$ cat config.mk
export PLATFORM = sky130hd
export DESIGN_NAME = ctrl_multiciclo
export DESIGN_NICKNAME = d
export VERILOG_FILES = /design/src/rtl/ctrl_pkg.sv /design/src/rtl/alu_ctrl_dec.sv /design/src/rtl/ctrl_multiciclo.sv
export SDC_FILE = /design/constraint.sdc
export NUM_CORES = 1
export LEC_CHECK = 0
export BUFFER_PORTS_ARGS = -buffer_cell sky130_fd_sc_hd__clkbuf_2
export CORE_AREA = 3 3 81 83
export DETAILED_ROUTE_END_ITERATION = 7
export DIE_AREA = 0 0 84 86
export PLACE_DENSITY = 0.73
export SYNTH_ARGS = -nofsm -noshare
export SYNTH_HDL_FRONTEND = slang
export SYNTH_HIERARCHICAL = 1
export SYNTH_SLANG_ARGS = --single-unit
$ cat constraint.sdc
create_clock -name clk -period 1.95 [get_ports clk]
set_input_delay 0.195 -clock clk [delete_from_list [all_inputs] [get_ports clk]]
set_output_delay 0.195 -clock clk [all_outputs]
set_load 0.05 [all_outputs]
$ cat src/rtl/ctrl_pkg.sv
`default_nettype none
// ============================================================================
//  Module      : ctrl_pkg
//  Description : Shared encodings for the multi-cycle MIPS-subset control
//                unit: FSM states, opcode/funct values, ALU control codes,
//                mux select encodings and the per-state control vector.
//  Revision    : 1.0 - initial release
// ============================================================================
package ctrl_pkg;

    // FSM state encoding, also visible on the debug 'state' port
    typedef enum logic [3:0] {
        S_IDLE      = 4'd0,
        S_FETCH     = 4'd1,
        S_DECODE    = 4'd2,
        S_MEM_ADDR  = 4'd3,
        S_MEM_READ  = 4'd4,
        S_MEM_WB    = 4'd5,
        S_MEM_WRITE = 4'd6,
        S_R_EXEC    = 4'd7,
        S_R_WB      = 4'd8,
        S_BRANCH    = 4'd9,
        S_JUMP      = 4'd10,
        S_ADDI_EXEC = 4'd11,
        S_ADDI_WB   = 4'd12
    } state_t;

    // Opcodes, instr[31:26]
    localparam logic [5:0] OP_RTYPE = 6'b000000;
    localparam logic [5:0] OP_LW    = 6'b100011;
    localparam logic [5:0] OP_SW    = 6'b101011;
    localparam logic [5:0] OP_BEQ   = 6'b000100;
    localparam logic [5:0] OP_J     = 6'b000010;
    localparam logic [5:0] OP_ADDI  = 6'b001000;

    // R-type funct field, instr[5:0]
    localparam logic [5:0] FN_ADD = 6'b100000;
    localparam logic [5:0] FN_SUB = 6'b100010;
    localparam logic [5:0] FN_AND = 6'b100100;
    localparam logic [5:0] FN_OR  = 6'b100101;
    localparam logic [5:0] FN_SLT = 6'b101010;

    // ALU function codes driven on alu_ctl
    localparam logic [2:0] ALU_AND = 3'b000;
    localparam logic [2:0] ALU_OR  = 3'b001;
    localparam logic [2:0] ALU_ADD = 3'b010;
    localparam logic [2:0] ALU_SUB = 3'b110;
    localparam logic [2:0] ALU_SLT = 3'b111;

    // alu_op encoding
    localparam logic [1:0] ALUOP_ADD   = 2'b00;
    localparam logic [1:0] ALUOP_SUB   = 2'b01;
    localparam logic [1:0] ALUOP_FUNCT = 2'b10;

    // alu_src_b encoding
    localparam logic [1:0] SRCB_B       = 2'b00;
    localparam logic [1:0] SRCB_FOUR    = 2'b01;
    localparam logic [1:0] SRCB_IMM     = 2'b10;
    localparam logic [1:0] SRCB_IMM_SH2 = 2'b11;

    // pc_source encoding
    localparam logic [1:0] PCSRC_ALU    = 2'b00;
    localparam logic [1:0] PCSRC_ALUOUT = 2'b01;
    localparam logic [1:0] PCSRC_JUMP   = 2'b10;

    // Control vector held in a register alongside the state
    typedef struct packed {
        logic       pc_write;
        logic       pc_write_cond;
        logic       i_or_d;
        logic       mem_read;
        logic       mem_write;
        logic       ir_write;
        logic       mem_to_reg;
        logic       reg_dst;
        logic       reg_write;
        logic       alu_src_a;
        logic [1:0] alu_src_b;
        logic [1:0] alu_op;
        logic [1:0] pc_source;
        logic       last;       // final cycle of a legal instruction
    } ctl_t;

    // Moore control vector for a given state; unlisted fields stay 0
    function automatic ctl_t ctl_of(input state_t s);
        ctl_t c;
        c = '0;
        case (s)
            S_FETCH: begin
                c.mem_read  = 1'b1;
                c.ir_write  = 1'b1;
                c.pc_write  = 1'b1;
                c.alu_src_b = SRCB_FOUR;
                c.alu_op    = ALUOP_ADD;
            end
            S_DECODE: begin
                c.alu_src_b = SRCB_IMM_SH2;
                c.alu_op    = ALUOP_ADD;
            end
            S_MEM_ADDR, S_ADDI_EXEC: begin
                c.alu_src_a = 1'b1;
                c.alu_src_b = SRCB_IMM;
            end
            S_MEM_READ: begin
                c.mem_read = 1'b1;
                c.i_or_d   = 1'b1;
            end
            S_MEM_WB: begin
                c.mem_to_reg = 1'b1;
                c.reg_write  = 1'b1;
                c.last       = 1'b1;
            end
            S_MEM_WRITE: begin
                c.mem_write = 1'b1;
                c.i_or_d    = 1'b1;
                c.last      = 1'b1;
            end
            S_R_EXEC: begin
                c.alu_src_a = 1'b1;
                c.alu_op    = ALUOP_FUNCT;
            end
            S_R_WB: begin
                c.reg_dst   = 1'b1;
                c.reg_write = 1'b1;
                c.last      = 1'b1;
            end
            S_BRANCH: begin
                c.alu_src_a     = 1'b1;
                c.alu_op        = ALUOP_SUB;
                c.pc_write_cond = 1'b1;
                c.pc_source     = PCSRC_ALUOUT;
                c.last          = 1'b1;
            end
            S_JUMP: begin
                c.pc_write  = 1'b1;
                c.pc_source = PCSRC_JUMP;
                c.last      = 1'b1;
            end
            S_ADDI_WB: begin
                c.reg_write = 1'b1;
                c.last      = 1'b1;
            end
            default: c = '0;
        endcase
        return c;
    endfunction

    // True for every opcode the control unit can sequence
    function automatic logic is_legal_op(input logic [5:0] op);
        return (op == OP_RTYPE) || (op == OP_LW) || (op == OP_SW) ||
               (op == OP_BEQ)   || (op == OP_J)  || (op == OP_ADDI);
    endfunction

endpackage
`default_nettype wire

$ cat src/rtl/alu_ctrl_dec.sv
`default_nettype none
// ============================================================================
//  Module      : alu_ctrl_dec
//  Description : Combinational ALU control decoder, alu_op/funct -> alu_ctl.
//                Shared between the control unit and the datapath.
//  Revision    : 1.0 - initial release
// ============================================================================
module alu_ctrl_dec
    import ctrl_pkg::*;
(
    input  logic [1:0] alu_op,
    input  logic [5:0] funct,
    output logic [2:0] alu_ctl
);

    // Fixed add/sub for address and branch work, funct decode for R-type;
    // unknown functs and the unused alu_op code fall back to add
    always_comb begin
        alu_ctl = ALU_ADD;
        case (alu_op)
            ALUOP_ADD: alu_ctl = ALU_ADD;
            ALUOP_SUB: alu_ctl = ALU_SUB;
            ALUOP_FUNCT: begin
                case (funct)
                    FN_ADD:  alu_ctl = ALU_ADD;
                    FN_SUB:  alu_ctl = ALU_SUB;
                    FN_AND:  alu_ctl = ALU_AND;
                    FN_OR:   alu_ctl = ALU_OR;
                    FN_SLT:  alu_ctl = ALU_SLT;
                    default: alu_ctl = ALU_ADD;
                endcase
            end
            default: alu_ctl = ALU_ADD;
        endcase
    end

endmodule
`default_nettype wire

$ cat src/rtl/ctrl_multiciclo.sv
`default_nettype none
// ============================================================================
//  Module      : ctrl_multiciclo
//  Description : Multi-cycle Moore control unit for the MIPS-subset
//                datapath. Registers state and its control vector together;
//                write/load strobes are gated by the run enable so a stall
//                never produces a spurious write.
//  Revision    : 1.0 - initial release
// ============================================================================
module ctrl_multiciclo
    import ctrl_pkg::*;
#(
    parameter int CNT_W = 32
) (
    input  logic             clk,
    input  logic             rst_n,
    input  logic             en,
    input  logic [5:0]       opcode,
    input  logic [5:0]       funct,
    input  logic             zero,
    output logic             pc_write,
    output logic             pc_write_cond,
    output logic             pc_en,
    output logic             i_or_d,
    output logic             mem_read,
    output logic             mem_write,
    output logic             ir_write,
    output logic             mem_to_reg,
    output logic             reg_dst,
    output logic             reg_write,
    output logic             alu_src_a,
    output logic [1:0]       alu_src_b,
    output logic [1:0]       alu_op,
    output logic [2:0]       alu_ctl,
    output logic [1:0]       pc_source,
    output logic [3:0]       state,
    output logic             instr_done,
    output logic             illegal_op,
    output logic [CNT_W-1:0] instr_cnt
);

    localparam logic [CNT_W-1:0] C_CNT_ONE = {{(CNT_W-1){1'b0}}, 1'b1};

    state_t           r_state;
    ctl_t             r_ctl;
    logic [CNT_W-1:0] r_cnt;
    state_t           w_next;
    logic [2:0]       w_alu_ctl;

    // Next-state decode; opcode is only consulted in DECODE and MEM_ADDR
    always_comb begin
        w_next = r_state;
        case (r_state)
            S_IDLE:      w_next = S_FETCH;
            S_FETCH:     w_next = S_DECODE;
            S_DECODE: begin
                case (opcode)
                    OP_LW, OP_SW: w_next = S_MEM_ADDR;
                    OP_RTYPE:     w_next = S_R_EXEC;
                    OP_BEQ:       w_next = S_BRANCH;
                    OP_J:         w_next = S_JUMP;
                    OP_ADDI:      w_next = S_ADDI_EXEC;
                    default:      w_next = S_FETCH;
                endcase
            end
            S_MEM_ADDR:  w_next = (opcode == OP_SW) ? S_MEM_WRITE : S_MEM_READ;
            S_MEM_READ:  w_next = S_MEM_WB;
            S_R_EXEC:    w_next = S_R_WB;
            S_ADDI_EXEC: w_next = S_ADDI_WB;
            S_MEM_WB, S_MEM_WRITE, S_R_WB,
            S_BRANCH, S_JUMP, S_ADDI_WB:
                         w_next = S_FETCH;
            default:     w_next = S_IDLE;
        endcase
    end

    // State, its control vector and the retired counter advance together;
    // en=0 freezes all three
    always_ff @(posedge clk or negedge rst_n) begin
        if (!rst_n) begin
            r_state <= S_IDLE;
            r_ctl   <= '0;
            r_cnt   <= '0;
        end else if (en) begin
            r_state <= w_next;
            r_ctl   <= ctl_of(w_next);
            if (r_ctl.last) begin
                r_cnt <= r_cnt + C_CNT_ONE;
            end
        end
    end

    alu_ctrl_dec u_alu_ctrl_dec (
        .alu_op  (r_ctl.alu_op),
        .funct   (funct),
        .alu_ctl (w_alu_ctl)
    );

    // Strobes are masked by en; mux selects follow the held state
    always_comb begin
        pc_write      = en & r_ctl.pc_write;
        pc_write_cond = en & r_ctl.pc_write_cond;
        pc_en         = en & (r_ctl.pc_write | (r_ctl.pc_write_cond & zero));
        mem_read      = en & r_ctl.mem_read;
        mem_write     = en & r_ctl.mem_write;
        ir_write      = en & r_ctl.ir_write;
        reg_write     = en & r_ctl.reg_write;
        instr_done    = en & r_ctl.last;
        illegal_op    = en & (r_state == S_DECODE) & ~is_legal_op(opcode);
        i_or_d        = r_ctl.i_or_d;
        mem_to_reg    = r_ctl.mem_to_reg;
        reg_dst       = r_ctl.reg_dst;
        alu_src_a     = r_ctl.alu_src_a;
        alu_src_b     = r_ctl.alu_src_b;
        alu_op        = r_ctl.alu_op;
        pc_source     = r_ctl.pc_source;
        alu_ctl       = (r_state == S_IDLE) ? 3'b000 : w_alu_ctl;
        state         = r_state;
        instr_cnt     = r_cnt;
    end

endmodule
`default_nettype wire
==> metrics.txt <==
Leak 0.00166 uW; post-synth cell types 52; most common library cells after synthesis dfrtp_1 (51), xnor2_1 (23), nand2_1 (18); share of layout cells above drive strength 1 39.3%; wire per inst 14.4 um; # setup viols final 0; die span in x 84 um; setup slack, reg-to-reg 0.07 ns; clk root buf clkbuf_8; via count 2253; Ys Warns 6; Final HPWL DP 4500 um; dpl ws 0.0586 ns; area of the multi-input gates 0.00137 mm2; post-layout net count approximately 370; critical path startpoint category flop; total core area 0.00592 mm2; Routed Antenna Nets 0; filler instances 507; vias per cell 5.23; Worst-path clk slew about 0.10 ns; Achievable Freq 531 MHz; total CTS buffers 5; max FFs per register 32; DR pass1 iterations 4; Seq/Total Area, Yosys 46.9%; fin worst setup slack slightly below 0.07 ns; Final Max Slew Viols 0; largest cells by area after synthesis dfrtp_1 (47%), xnor2_1 (7.4%), xor2_1 (3.5%); drt drc 0; vias in the first global route between 2000 and 2500; status completed; Std-Cell Rows 28; Tmin final ~1.9 ns; pin count of the biggest net entering global routing 38; antenna violations before repair 0; Critical Path RT roughly 2.2 ns; TNS Setup 0 ns; GP Congestion ~0.8; top cell type by total area after synthesis dfrtp_1; Post-Syn Area 0.00272 mm2; clock sinks 51; worst clock skew 0.0115 ns; Max VDD drop 0.000619 V; area share of the largest cell type after synthesis between 40% and 50%; post-synthesis async set-or-reset flop share 100%; Main synth FF type dfrtp_1; synthesized instance count roughly 270; # diodes 0; grt ovf 0; DIE AREA 0.00722 mm2; port buffer count 73; crit path max fanout 7; PwrDens 1040 mW/mm2; Slew HR 64.4%; Die Y 86 um; Final Hold Viols 0; Tcrit/Tclk final 96.5%; CTS H-tree depth 2; syn nets 285; Setup crit end kind flop; GRT Util Overall roughly 17%; number of synthesized flops with an enable pin 0; io pins 74; CTS tree yes; Synth Area per Inst between 10 and 15 um2; Initial Util 45.9%; clk buf depth 2; global-route wire length before repair 10200 um; Post-Route WL 6210 um; slew at the pin with the worst max-slew slack 0.534 ns; Storage cell area 0.00129 mm2; Starting DRT DRC Count 95; maxcap violations 0; Area growth syn-to-layout 28.8%; Data arrival, critical path 2.08 ns; Clock Latency Late Sink approximately 0.31 ns; Synth Register Bits 51; most common cell in the netlist dfrtp_1; HP Class in2reg; CP Class reg2reg
==> where the power goes <==
part           total (uW)  switching (uW)  internal, uW  leakage, uW
combinational        1610            1090           525     0.000955
clock                 657             390           267    0.0000502
sequential           1370             141          1230     0.000656
==> repair_timing <==
item	in CTS	in global routing
pin swaps	1	1
gates resized for setup	6	12
setup endpoints to repair	3	7
endpoints found under the hold margin	19	0
hold buffers	1	0
buffers inserted	5	5
==> placed cells by master (no fill, tap or decap), drive strengths merged, types with 2 or more instances in the layout <==
cell	n
o21a	3
a211oi	3
clkbuf	77
xnor2	23
xor2	11
dfrtp	51
nand4bb	3
mux2	4
and3	3
buf	24
nor2b	3
o21ai	4
clkinv	2
nor3	9
nor4b	4
or2	2
a31oi	6
nand4	8
nand2b	3
nor2	16
ha	3
or4b	2
or3	2
inv	18
o22ai	4
nand3	15
nor4	3
mux2i	2
and2	8
o211ai	2
and4	5
nand2	18
a21oi	5
==> cells by family after synthesis <==
family | after synthesis | synth area share, %
compound gates | 33 | 8.79
buf+inv | 32 | 5.48
xor+xnor | 34 | 11.0
flops | 51 | 46.9
mux | 6 | 2.39
fa+ha+maj | 4 | 1.75
simple gates | 106 | 23.7
==> cell type report <==
class | instances | area share [%]
Clock buffer | 5 | 1.96
Clock inverter | 3 | 0.822
Inverter | 17 | 1.82
Multi-Input combinational cell | 183 | 39.1
Sequential cell | 51 | 36.9
Tap cell | 75 | 2.68
Timing Repair Buffer | 97 | 16.7
==> stage by stage <==
stage | hold slack [ns] | instance area [um2] | total power (uW) | util, % | std cells
floorplan | -0.101 | 2760 | 2520 | - | 266
global placement | 0.203 | 3230 | 2850 | 54.6 | 412
detailed placement | 0.213 | 3230 | 2880 | 54.6 | 412
CTS | 0.271 | 3410 | 3570 | 57.6 | 426
global route | 0.299 | 3500 | 3840 | 59.2 | 431
finish | 0.287 | 3500 | 3630 | 59.2 | 431
==> layer usage <==
metal / part of all wire (%) / vias to the layer above / track usage [%]
met2: 50 / 46 / 28.3
met4: 0.71 / 0 / 4.24
met1: 46 / 1095 / 23.0
met5: 0 / - / 0
li1: - / 1108 / -
met3: 3.8 / 4 / 3.55
==> critical path: stages (launching register included) <==
cell,delay (ns)
dfrtp_2,0.46
or4b_4,0.56
o21a_1,0.14
o21a_1,0.17
nor4b_2,0.18
mux2_2,0.27
==> worst paths after layout <==
kind | to | cells after the start | startpoint
min in group asynchronous | alu_op[0] | 2 | rst_n
min | instr_cnt[2] | 3 | en
max reg2reg | reg_dst | 5 | state[1]
max | reg_dst | 5 | state[1]
max in group asynchronous | instr_cnt[6] | 3 | rst_n
min reg2reg | instr_cnt[31] | 1 | instr_cnt[31]
Note: power is estimated with default switching activity, not from simulation.
